`src/rtl/fifo_rd_drain_ctrl_if.sv`:
```
// Handshake bundle between the FIFO read port / UART TX and the drain controller.
// The controller uses the slave modport; the environment driving it uses master.
interface fifo_rd_drain_ctrl_if #(
    parameter int unsigned DATA_WIDTH = 8,
    parameter int unsigned CNT_WIDTH  = 8
);
    logic                  DRAIN_EN;
    logic                  EMPTY;
    logic [DATA_WIDTH-1:0] RD_DATA;
    logic                  TX_BUSY;
    logic                  R_INC;
    logic [DATA_WIDTH-1:0] TX_P_DATA;
    logic                  TX_DATA_VALID;
    logic                  TIMEOUT_ERR;
    logic [CNT_WIDTH-1:0]  BYTE_CNT;

    modport slave (
        input  DRAIN_EN,
        input  EMPTY,
        input  RD_DATA,
        input  TX_BUSY,
        output R_INC,
        output TX_P_DATA,
        output TX_DATA_VALID,
        output TIMEOUT_ERR,
        output BYTE_CNT
    );

    modport master (
        output DRAIN_EN,
        output EMPTY,
        output RD_DATA,
        output TX_BUSY,
        input  R_INC,
        input  TX_P_DATA,
        input  TX_DATA_VALID,
        input  TIMEOUT_ERR,
        input  BYTE_CNT
    );
endinterface

```
`src/rtl/fifo_rd_drain_ctrl.sv`:
```
// Read-domain FIFO consumer: pops one word at a time into the UART TX and
// waits for the TX busy handshake to finish before popping the next.
module fifo_rd_drain_ctrl #(
    parameter int unsigned DATA_WIDTH = 8,
    parameter int unsigned TIMEOUT    = 16,
    parameter int unsigned CNT_WIDTH  = 8
) (
    input  logic                R_CLK,
    input  logic                R_RST,
    fifo_rd_drain_ctrl_if.slave bus_if
);
    localparam int unsigned TIMER_W = (TIMEOUT > 2) ? $clog2(TIMEOUT) : 1;

    typedef enum logic [1:0] {
        ST_IDLE      = 2'd0,
        ST_WAIT_BUSY = 2'd1,
        ST_WAIT_DONE = 2'd2
    } state_t;

    state_t                state_q, state_d;
    logic [TIMER_W-1:0]    timer_q, timer_d;
    logic                  r_inc_q, r_inc_d;
    logic                  valid_q, valid_d;
    logic                  err_q, err_d;
    logic [DATA_WIDTH-1:0] data_q, data_d;
    logic [CNT_WIDTH-1:0]  cnt_q, cnt_d;

    // State and output registers
    always_ff @(posedge R_CLK or negedge R_RST) begin
        if (!R_RST) begin
            state_q <= ST_IDLE;
            timer_q <= '0;
            r_inc_q <= 1'b0;
            valid_q <= 1'b0;
            err_q   <= 1'b0;
            data_q  <= '0;
            cnt_q   <= '0;
        end else begin
            state_q <= state_d;
            timer_q <= timer_d;
            r_inc_q <= r_inc_d;
            valid_q <= valid_d;
            err_q   <= err_d;
            data_q  <= data_d;
            cnt_q   <= cnt_d;
        end
    end

    // Next-state logic; strobes default low so every pulse lasts one cycle
    always_comb begin
        state_d = state_q;
        timer_d = timer_q;
        r_inc_d = 1'b0;
        valid_d = 1'b0;
        err_d   = 1'b0;
        data_d  = data_q;
        cnt_d   = cnt_q;

        case (state_q)
            ST_IDLE: begin
                if (bus_if.DRAIN_EN && !bus_if.EMPTY && !bus_if.TX_BUSY) begin
                    data_d  = bus_if.RD_DATA;
                    r_inc_d = 1'b1;
                    valid_d = 1'b1;
                    timer_d = '0;
                    state_d = ST_WAIT_BUSY;
                end
            end
            ST_WAIT_BUSY: begin
                if (bus_if.TX_BUSY) begin
                    state_d = ST_WAIT_DONE;
                end else if (timer_q == TIMER_W'(TIMEOUT - 1)) begin
                    // TX never took the word; it is dropped, not re-popped
                    err_d   = 1'b1;
                    state_d = ST_IDLE;
                end else begin
                    timer_d = timer_q + TIMER_W'(1);
                end
            end
            ST_WAIT_DONE: begin
                if (!bus_if.TX_BUSY) begin
                    cnt_d   = cnt_q + CNT_WIDTH'(1);
                    state_d = ST_IDLE;
                end
            end
            default: begin
                state_d = ST_IDLE;
            end
        endcase
    end

    assign bus_if.R_INC         = r_inc_q;
    assign bus_if.TX_DATA_VALID = valid_q;
    assign bus_if.TIMEOUT_ERR   = err_q;
    assign bus_if.TX_P_DATA     = data_q;
    assign bus_if.BYTE_CNT      = cnt_q;
endmodule

```
`src/flat_wrapper.sv`:
```
// flat-port wrapper written by rule: the top's interface ports become plain ports
module fifo_rd_drain_ctrl_flat 
#(
    parameter int unsigned DATA_WIDTH = 8,
    parameter int unsigned TIMEOUT    = 16,
    parameter int unsigned CNT_WIDTH  = 8
)
  (R_CLK, R_RST, bus_if_DRAIN_EN, bus_if_EMPTY, bus_if_RD_DATA, bus_if_TX_BUSY, bus_if_R_INC, bus_if_TX_P_DATA, bus_if_TX_DATA_VALID, bus_if_TIMEOUT_ERR, bus_if_BYTE_CNT);
  fifo_rd_drain_ctrl_if #(.DATA_WIDTH(DATA_WIDTH), .CNT_WIDTH(CNT_WIDTH)) bus_if_i ();
  input  logic R_CLK;
  input  logic R_RST;
  input wire logic [$bits(bus_if_i.DRAIN_EN)-1:0] bus_if_DRAIN_EN;
  input wire logic [$bits(bus_if_i.EMPTY)-1:0] bus_if_EMPTY;
  input wire logic [$bits(bus_if_i.RD_DATA)-1:0] bus_if_RD_DATA;
  input wire logic [$bits(bus_if_i.TX_BUSY)-1:0] bus_if_TX_BUSY;
  output wire logic [$bits(bus_if_i.R_INC)-1:0] bus_if_R_INC;
  output wire logic [$bits(bus_if_i.TX_P_DATA)-1:0] bus_if_TX_P_DATA;
  output wire logic [$bits(bus_if_i.TX_DATA_VALID)-1:0] bus_if_TX_DATA_VALID;
  output wire logic [$bits(bus_if_i.TIMEOUT_ERR)-1:0] bus_if_TIMEOUT_ERR;
  output wire logic [$bits(bus_if_i.BYTE_CNT)-1:0] bus_if_BYTE_CNT;
  assign bus_if_i.DRAIN_EN = bus_if_DRAIN_EN;
  assign bus_if_i.EMPTY = bus_if_EMPTY;
  assign bus_if_i.RD_DATA = bus_if_RD_DATA;
  assign bus_if_i.TX_BUSY = bus_if_TX_BUSY;
  assign bus_if_R_INC = bus_if_i.R_INC;
  assign bus_if_TX_P_DATA = bus_if_i.TX_P_DATA;
  assign bus_if_TX_DATA_VALID = bus_if_i.TX_DATA_VALID;
  assign bus_if_TIMEOUT_ERR = bus_if_i.TIMEOUT_ERR;
  assign bus_if_BYTE_CNT = bus_if_i.BYTE_CNT;
  fifo_rd_drain_ctrl #(.DATA_WIDTH(DATA_WIDTH), .TIMEOUT(TIMEOUT), .CNT_WIDTH(CNT_WIDTH)) u_core (.R_CLK(R_CLK), .R_RST(R_RST), .bus_if(bus_if_i));
endmodule
```
`config.mk`:
```
export PLATFORM = sky130hd
export DESIGN_NAME = fifo_rd_drain_ctrl_flat
export DESIGN_NICKNAME = d
export VERILOG_FILES = /design/src/rtl/fifo_rd_drain_ctrl_if.sv /design/src/rtl/fifo_rd_drain_ctrl.sv /design/src/flat_wrapper.sv
export SDC_FILE = /design/constraint.sdc
export NUM_CORES = 1
export LEC_CHECK = 0
export CORE_AREA = 8 8 61 63
export DETAILED_ROUTE_END_ITERATION = 7
export DIE_AREA = 0 0 69 71
export GPL_ROUTABILITY_DRIVEN = 0
export MAX_ROUTING_LAYER = met4
export PLACE_DENSITY = 0.69
export SLEW_MARGIN = 40
export SYNTH_ARGS = -nofsm -noshare
export SYNTH_HDL_FRONTEND = slang
export SYNTH_SLANG_ARGS = --single-unit
```
`constraint.sdc`:
```
create_clock -name R_CLK -period 1.8 [get_ports R_CLK]
set_clock_uncertainty 0.1 [all_clocks]
set_input_delay 0.36 -clock R_CLK [delete_from_list [all_inputs] [get_ports R_CLK]]
set_output_delay 0.36 -clock R_CLK [all_outputs]
set_load 0.01 [all_outputs]
```
==> results of run 1 <==
==> kinds of logic after synthesis <==
group,synth area share [%]
buf+inv,2.49
fa+ha+maj,2.37
compound gates,3.80
xor+xnor,6.65
flops,57.0
mux,10.6
simple gates,17.1
==> per-stage QoR <==
stage          std cells  hold WS, ns
3_5_place_dp         151        0.367
5_1_grt              159        0.312
3_3_place_gp         151        0.363
2_1_floorplan         80      -0.0356
4_1_cts              157        0.294
6_report             159        0.292
==> synth_stat cells, types with 2 or more instances <==
cell type	n
nand2_1	2
buf_4	2
mux2_2	9
o21ai_0	2
nand4_1	4
nor2_1	2
inv_1	3
xnor2_1	6
xor2_1	2
dfrtp_1	24
ha_1	2
and3_1	4
nand3_1	2
==> power breakdown <==
part | switching [mW] | internal, mW | total (mW) | leakage, nW
combinational | 0.218 | 0.332 | 0.550 | 0.366
sequential | 0.0925 | 0.664 | 0.756 | 0.309
clock | 0.155 | 0.123 | 0.279 | 0.0210
==> per-layer routing <==
layer	global-route usage, %	vias up
met4	4.78	0
met5	-	-
li1	-	372
met3	3.22	2
met1	10.4	389
met2	16.7	16
==> registers in the layout, summed over array words and instances, names as in the netlist <==
signal and flops:
u_core.bus_if.TIMEOUT_ERR 1, u_core.state_q 2, u_core.bus_if.TX_DATA_VALID 1, u_core.bus_if.BYTE_CNT 8, u_core.timer_q 4, u_core.bus_if.TX_P_DATA 8
==> cell type report <==
| cell class | instances | area, um^2 | share of cell area (%) |
|---|---|---|---|
| Sequential cell | 24 | 601 | 39.3 |
| Tap cell | 33 | 41.3 | 2.70 |
| Timing Repair Buffer | 44 | 410 | 26.9 |
| Inverter | 3 | 11.3 | 0.738 |
| Clock buffer | 4 | 36.3 | 2.38 |
| Multi-Input combinational cell | 51 | 427 | 28.0 |
==> worst min path at each step <==
stage	cells past startpoint	end	startpoint
after floorplan	0	u_core.bus_if.BYTE_CNT[0]$_DFFE_PN0P_	R_RST
after global placement	1	u_core.bus_if.BYTE_CNT[7]$_DFFE_PN0P_	u_core.bus_if.BYTE_CNT[7]$_DFFE_PN0P_
after detailed placement	1	u_core.bus_if.BYTE_CNT[7]$_DFFE_PN0P_	u_core.bus_if.BYTE_CNT[7]$_DFFE_PN0P_
after CTS	2	u_core.state_q[0]$_DFFE_PN0P_	R_RST
after global routing	2	u_core.bus_if.TX_P_DATA[2]$_DFFE_PN0P_	R_RST
final	2	u_core.bus_if.TX_DATA_VALID$_DFF_PN0_	R_RST
==> timing repair <==
item | 4_1_cts | 5_1_grt
resized for setup | 0 | 1
hold buffers | 0 | 0
gates cloned | 0 | 0
hold endpoints to repair | 0 | 0
buffers inserted | 2 | 2
setup endpoints to repair | 2 | 2
==> impl_metrics.csv, run 1 <==
group,metric,value,unit
placement,dp_hpwl,1720,um
timing,max-slew-margin-rel,79.4,%
routing,routed.top_layer,"met4",
clock_tree,cts_tree,"done",
die,fp.dieH,71,um
logic_synthesis,synth_top_area_share,57.0,%
timing,max_freq,0.579,GHz
clock_tree,path_clk_slew,0.13,ns
setup_path,start_kind,"flip-flop",
setup_path,worst-path-stages,1,
routing,ant_nets,0,
routing,drt-total-wl,2240,um
finish,mostFrequentLayoutCell,"clkdlybuf4s50_1",
power_and_ir_drop,total_power,1.59,mW
power_and_ir_drop,p_per_area,1040,nW/um^2
logic_synthesis,synth-main-ff-cell,"dfrtp_1",
setup_path,r2r_setup_slack,0.22,ns
setup_path,r2r_cells,3,
finish,fin_util,53.5,%
routing,avgRoutedWirePerCell,14.1,um
die,io_pins,32,
power_and_ir_drop,leakagePower,0.696,nW
finish,nNetsFinal,142,
timing,timing.final.crit_period,1.73,ns
clock_tree,clock-sinks,24,
setup_path,critPathBufInv,1,
grt,grt_antenna_before_repair,0,
timing,setup_ws,0.0714,ns
logic_synthesis,syn_area,1050,um^2
grt,grt_use_total,9.96,%
setup_path,reg2reg_from,"u_core.state_q[0]$_DFFE_PN0P_",
setup_path,critPathCapture,"bus_if_BYTE_CNT[6]",
clock_tree,root_buffer,"clkbuf_4",
logic_synthesis,ys_top_cells_by_area,"dfrtp_1 (57%), mux2_2 (9.6%), xnor2_1 (5.0%)",
setup_path,crit_family,"buffers and inverters",
setup_path,crit_type,"reg -> out",
flow_run,max_cap_viol_count,0,
routing,first_pass_iters,4,
grt,grt_max_degree,25,
logic_synthesis,ys_seq_elements,24,
timing,rsz0062_at_grt,"false",
clock_tree,clock_path_buffers,2,
logic_synthesis,ys_seq_area_share,57.0,%
finish,n_antenna_cell,0,
placement,port_buffers,31,
setup_path,worstSetupStartpoint,"u_core.bus_if.BYTE_CNT[6]$_DFFE_PN0P_",
setup_path,reg2reg_to,"u_core.bus_if.TX_P_DATA[5]$_DFFE_PN0P_",
clock_tree,clock_latency,0.31,ns
timing,setup_violations,0,
die,initial_core_util,36.9,%
placement,pre_cts_ws,-0.205,ns
grt,grt_pass1_wl,3910,um
die,die_w,69,um
setup_path,crit_required,1.34,ns
finish,final_cell_mix,"clkdlybuf4s50_1 (30), dfrtp_1 (24), buf_4 (13)",
power_and_ir_drop,irDropWorstVdd,0.636,mV
grt,grt_pass1_vias,846,
setup_path,critPathSlowestCell,"clkdlybuf4s50_1",
setup_path,cp.arrival,1.27,ns
setup_path,cp-end-kind,"output port",
finish,area_growth,44.9,%
timing,tns,0,ns
routing,dr.first_iter.drc_count,17,
finish,fillerInstances,262,
finish,final_area,1530,um^2
logic_synthesis,syn_nets,95,
routing,routed-wl-met2,1210,um
setup_path,crit_fanout,3,
die,row_count,20,
clock_tree,cts_made_buffers,3,
placement,dpl_cell_area,1460,um^2
routing,vias_per_cell,4.90,
logic_synthesis,yosys.area.top_type,"dfrtp_1",
die,core_region_area,2850,um^2
grt,grt-ovfl-total,0,
finish,drive_gt1_share,26.2,%
timing,finalHoldViolations,0,
logic_synthesis,synth_cells,80,
status,status,"completed",
logic_synthesis,syn_avg_cell_area,13.2,um^2
logic_synthesis,synth_cell_types,29,
routing,drc,0,
logic_synthesis,yosysWarnings,0,
setup_path,slowest_delay,0.55,ns
setup_path,path_cells,"clkdlybuf4s50_1",
logic_synthesis,async_reset_ff_share,100,%
routing,met1_length,908,um
timing,maxSlewViolCount,0,
routing,wl_met3,110,um
timing,fin_crit_sh,96.0,%
timing,tightest_slew,0.309,ns
worst_hold_path,hold_class,"in -> async",
die,die_area,4900,um^2
logic_synthesis,synth_edf_count,0,
routing,vias,779,
clock_tree,cts_max_level,1,
Power figures use the tool's default switching activity.
==> inputs of run 2 (changes only) <==
--- a/config.mk
+++ b/config.mk
@@ -10,7 +10,7 @@
 export DIE_AREA = 0 0 69 71
 export GPL_ROUTABILITY_DRIVEN = 0
 export MAX_ROUTING_LAYER = met4
-export PLACE_DENSITY = 0.69
+export PLACE_DENSITY = 0.76
 export SLEW_MARGIN = 40
 export SYNTH_ARGS = -nofsm -noshare
 export SYNTH_HDL_FRONTEND = slang
==> impl_metrics.csv, run 2 (synthesis results as in run 1) <==
group,metric,value,unit
setup_path,critPathBufInv,1,
finish,seqCellArea,601,um^2
finish,area_growth,46.1,%
clock_tree,cts_made_buffers,3,
finish,n_antenna_cell,0,
grt,grt_pass1_wl,3970,um
die,core_region_area,2850,um^2
setup_path,crit_family,"buffers and inverters",
power_and_ir_drop,p_per_area,1110,nW/um^2
clock_tree,clock_latency,0.31,ns
routing,routed-wl-met2,1160,um
timing,rsz0062_at_grt,"false",
finish,final_cell_mix,"clkdlybuf4s50_1 (30), dfrtp_1 (24), buf_4 (13)",
die,fp.dieH,71,um
routing,drt-total-wl,2330,um
routing,first_pass_iters,4,
placement,dp_cells,150,
grt,grt-ovfl-total,0,
timing,fin_crit_sh,96.4,%
routing,vias_per_cell,4.98,
setup_path,crit_required,1.34,ns
die,die_area,4900,um^2
setup_path,cp.arrival,1.27,ns
setup_path,path_cells,"clkdlybuf4s50_1",
timing,finalHoldViolations,0,
timing,tns,0,ns
worst_hold_path,hold_class,"in -> async",
power_and_ir_drop,total_power,1.71,mW
clock_tree,cts_tree,"done",
timing,timing.final.crit_period,1.73,ns
die,row_count,20,
die,die_w,69,um
routing,routed.top_layer,"met4",
timing,max-slew-margin-rel,79.7,%
setup_path,crit_type,"reg -> out",
placement,port_buffers,31,
die,initial_core_util,36.9,%
clock_tree,clock_path_buffers,2,
grt,grt_pass1_vias,873,
die,io_pins,32,
finish,finalNonFillerCells,159,
grt,grt_use_total,9.85,%
finish,mostFrequentLayoutCell,"clkdlybuf4s50_1",
power_and_ir_drop,leakagePower,0.696,nW
clock_tree,clock-sinks,24,
setup_path,crit_fanout,3,
timing,max_freq,0.577,GHz
placement,pre_cts_ws,-0.219,ns
power_and_ir_drop,irDropWorstVdd,0.737,mV
routing,wl_met3,84,um
routing,vias,792,
finish,nNetsFinal,142,
timing,setup_violations,0,
setup_path,cp-end-kind,"output port",
timing,fin_hold_ws,0.289,ns
timing,setup_ws,0.0657,ns
status,status,"completed",
clock_tree,cts_hold_buf,0,
finish,drive_gt1_share,26.2,%
clock_tree,root_buffer,"clkbuf_4",
routing,ant_nets,0,
setup_path,slowest_delay,0.56,ns
placement,dp_hpwl,1780,um
timing,maxSlewViolCount,0,
flow_run,max_cap_viol_count,0,
finish,fillerInstances,273,
setup_path,start_kind,"flip-flop",
timing,tightest_slew,0.304,ns
routing,dr.first_iter.drc_count,28,
clock_tree,cts_max_level,1,
routing,avgRoutedWirePerCell,14.7,um
grt,grt_antenna_before_repair,0,
setup_path,r2r_setup_slack,0.19,ns
grt,grt_max_degree,25,
clock_tree,path_clk_slew,0.14,ns
routing,drc,0,
setup_path,critPathSlowestCell,"clkdlybuf4s50_1",
finish,multi_input_area,427,um^2
routing,met1_length,1060,um
run 2: changes by cell type in the layout (fill, tap and decap cells not counted), sizes merged:
cell,before,now
bufinv,0,1
clkbuf,4,3
dlygate4sd2,0,1
dlymetal6s2s,1,0
run 2: worst paths after layout:
kind / startpoint / to / cells past startpoint
min reg2reg: u_core.bus_if.BYTE_CNT[7]$_DFFE_PN0P_ / u_core.bus_if.BYTE_CNT[7]$_DFFE_PN0P_ / 1
min: R_RST / u_core.bus_if.TX_P_DATA[3]$_DFFE_PN0P_ / 2
max reg2reg: u_core.state_q[0]$_DFFE_PN0P_ / u_core.bus_if.TX_P_DATA[3]$_DFFE_PN0P_ / 3
max: u_core.bus_if.BYTE_CNT[6]$_DFFE_PN0P_ / bus_if_BYTE_CNT[6] / 1
min in group R_CLK: u_core.bus_if.BYTE_CNT[7]$_DFFE_PN0P_ / u_core.bus_if.BYTE_CNT[7]$_DFFE_PN0P_ / 1
max in group asynchronous: R_RST / u_core.timer_q[2]$_DFFE_PN0P_ / 2
run 2: repair_timing:
| action | CTS | global route |
|---|---|---|
| buffers inserted | 1 | 4 |
| gates cloned | 0 | 0 |
| gates resized for setup | 1 | 0 |
| setup endpoints to repair | 2 | 4 |
run 2: metal layers:
| layer | global-route usage (%) | vias to the layer above |
|---|---|---|
| met4 | 3.19 | 0 |
| met5 | - | - |
| li1 | - | 372 |
| met1 | 11.6 | 397 |
| met3 | 2.66 | 4 |
| met2 | 15.9 | 19 |
run 2: per-stage QoR:
stage / cell area [um^2] / utilization (%)
after global routing: 1540 / 53.9
after global placement: 1450 / 50.8
after CTS: 1510 / 52.9
after detailed placement: 1450 / 50.8
after floorplan: 1050 / -
final: 1540 / 53.9
run 2: final cells by class:
cell class | count | area share (%)
Inverter | 3 | 0.732
Timing Repair Buffer | 44 | 26.4
Clock buffer | 3 | 1.46
Multi-Input combinational cell | 51 | 27.7
Tap cell | 33 | 2.68
Clock inverter | 1 | 1.95
Sequential cell | 24 | 39.0
run 2: power breakdown:
group          total (mW)  switching (mW)  internal, mW
registers           0.762          0.0981         0.664
clock network       0.385           0.160         0.225
logic               0.559           0.216         0.343
total                1.71           0.475          1.23
==> inputs of run 3 (changes only) <==
--- a/config.mk
+++ b/config.mk
@@ -5,12 +5,13 @@
 export SDC_FILE = /design/constraint.sdc
 export NUM_CORES = 1
 export LEC_CHECK = 0
-export CORE_AREA = 8 8 61 63
+export CORE_AREA = 8 8 55 69
 export DETAILED_ROUTE_END_ITERATION = 7
-export DIE_AREA = 0 0 69 71
+export DIE_AREA = 0 0 63 77
 export GPL_ROUTABILITY_DRIVEN = 0
 export MAX_ROUTING_LAYER = met4
-export PLACE_DENSITY = 0.76
+export PLACE_DENSITY = 0.77
+export SKIP_CTS_REPAIR_TIMING = 1
 export SLEW_MARGIN = 40
 export SYNTH_ARGS = -nofsm -noshare
 export SYNTH_HDL_FRONTEND = slang
==> impl_metrics.csv, run 3 (synthesis results as in run 1) <==
group,metric,value,unit
clock_tree,path_clk_slew,0.13,ns
setup_path,crit_required,1.34,ns
placement,dp_hpwl,1670,um
clock_tree,clock_path_buffers,2,
timing,finalHoldViolations,0,
setup_path,path_cells,"clkdlybuf4s50_1",
grt,grt_use_total,9.60,%
grt,grt_max_degree,25,
grt,met1_usage,10.1,%
timing,setup_ws,0.0600,ns
power_and_ir_drop,p_per_area,1060,nW/um^2
finish,n_antenna_cell,0,
die,die_area,4850,um^2
finish,final_cell_mix,"clkdlybuf4s50_1 (28), dfrtp_1 (23), buf_4 (11)",
setup_path,crit_type,"reg -> out",
die,row_count,22,
flow_run,max_cap_viol_count,0,
routing,vias,753,
die,die_w,63,um
routing,first_pass_iters,4,
setup_path,crit_family,"buffers and inverters",
grt,met2_usage,16.3,%
clock_tree,cts_max_level,1,
setup_path,cp.arrival,1.28,ns
finish,mostFrequentLayoutCell,"clkdlybuf4s50_1",
setup_path,slowest_delay,0.55,ns
finish,area_growth,44.4,%
die,fp.dieH,77,um
power_and_ir_drop,irDropWorstVdd,0.809,mV
clock_tree,root_buffer,"clkbuf_4",
die,io_pins,32,
routing,vias_per_cell,4.71,
timing,setup_violations,0,
setup_path,critPathSlowestCell,"clkdlybuf4s50_1",
grt,grt_pass1_wl,3790,um
clock_tree,clock_latency,0.31,ns
setup_path,cp-end-kind,"output port",
routing,ant_nets,0,
worst_hold_path,hold_class,"in -> async",
grt,grt-ovfl-total,0,
grt,met3_usage,3.49,%
finish,drive_gt1_share,25.8,%
grt,top_usage_layer,"met2",
status,status,"completed",
timing,maxSlewViolCount,0,
setup_path,crit_fanout,3,
timing,max_freq,0.575,GHz
timing,max-slew-margin-rel,80.7,%
timing,fin_crit_sh,96.7,%
timing,tns,0,ns
routing,drc,0,
grt,grt_pass1_vias,815,
routing,avgRoutedWirePerCell,14.0,um
clock_tree,clock-sinks,24,
clock_tree,cts_tree,"done",
die,core_region_area,2780,um^2
setup_path,critPathBufInv,1,
placement,port_buffers,31,
timing,tightest_slew,0.290,ns
timing,timing.final.crit_period,1.74,ns
die,initial_core_util,37.9,%
placement,pre_cts_ws,-0.182,ns
power_and_ir_drop,leakagePower,0.726,nW
routing,dr.first_iter.drc_count,12,
routing,drt-total-wl,2250,um
grt,grt_antenna_before_repair,0,
setup_path,start_kind,"flip-flop",
clock_tree,cts_made_buffers,3,
finish,nNetsFinal,140,
run 3: changes by cell type in the layout (fill, tap and decap cells not counted), sizes merged:
cell | before | now
buf | 13 | 11
bufinv | 1 | 0
clkbuf | 3 | 4
clkdlybuf4s50 | 30 | 28
dlygate4sd2 | 1 | 0
dlymetal6s2s | 0 | 3
run 3: final timing paths:
path	start	endpoint	slack [ns]	cells after the start
max in group asynchronous	R_RST	u_core.bus_if.BYTE_CNT[3]$_DFFE_PN0P_	1.09	2
max reg2reg	u_core.state_q[0]$_DFFE_PN0P_	u_core.bus_if.TX_P_DATA[1]$_DFFE_PN0P_	0.20	3
min	R_RST	u_core.bus_if.BYTE_CNT[3]$_DFFE_PN0P_	0.27	2
max	u_core.bus_if.BYTE_CNT[6]$_DFFE_PN0P_	bus_if_BYTE_CNT[6]	0.06	1
min in group R_CLK	u_core.bus_if.BYTE_CNT[7]$_DFFE_PN0P_	u_core.bus_if.BYTE_CNT[7]$_DFFE_PN0P_	0.40	1
min reg2reg	u_core.bus_if.BYTE_CNT[7]$_DFFE_PN0P_	u_core.bus_if.BYTE_CNT[7]$_DFFE_PN0P_	0.40	1
run 3: metrics by stage:
step / cells / hold WS, ns / area, um^2 / util [%] / power, mW
global placement: 152 / 0.372 / 1450 / 52.0 / 1.28
floorplan: 80 / -0.0356 / 1050 / - / 1.01
detailed placement: 152 / 0.381 / 1450 / 52.0 / 1.30
global route: 160 / 0.304 / 1520 / 54.7 / 1.72
CTS: 156 / 0.283 / 1480 / 53.3 / 1.58
finish: 160 / 0.274 / 1520 / 54.7 / 1.61
run 3: area by class of cell:
| class | count | area, um^2 |
|---|---|---|
| Clock buffer | 4 | 36.3 |
| Fill cell | 232 | 1260 |
| Inverter | 3 | 11.3 |
| Multi-Input combinational cell | 51 | 427 |
| Sequential cell | 24 | 602 |
| Tap cell | 36 | 45.0 |
| Timing Repair Buffer | 42 | 400 |
run 3: power breakdown:
| group | switching [mW] | internal (mW) | leakage [nW] | total, mW |
|---|---|---|---|---|
| registers | 0.101 | 0.665 | 0.308 | 0.766 |
| logic | 0.211 | 0.348 | 0.397 | 0.559 |
| clock network | 0.162 | 0.124 | 0.0210 | 0.285 |
| total | 0.474 | 1.14 | 0.726 | 1.61 |
run 3: layer usage:
metal  wire [um]  share of wire, %  up-vias
met1         912                41      366
met5           0                 0        -
li1            -                 -      369
met3         124               5.5        2
met4          24               1.1        0
met2        1180                53       16
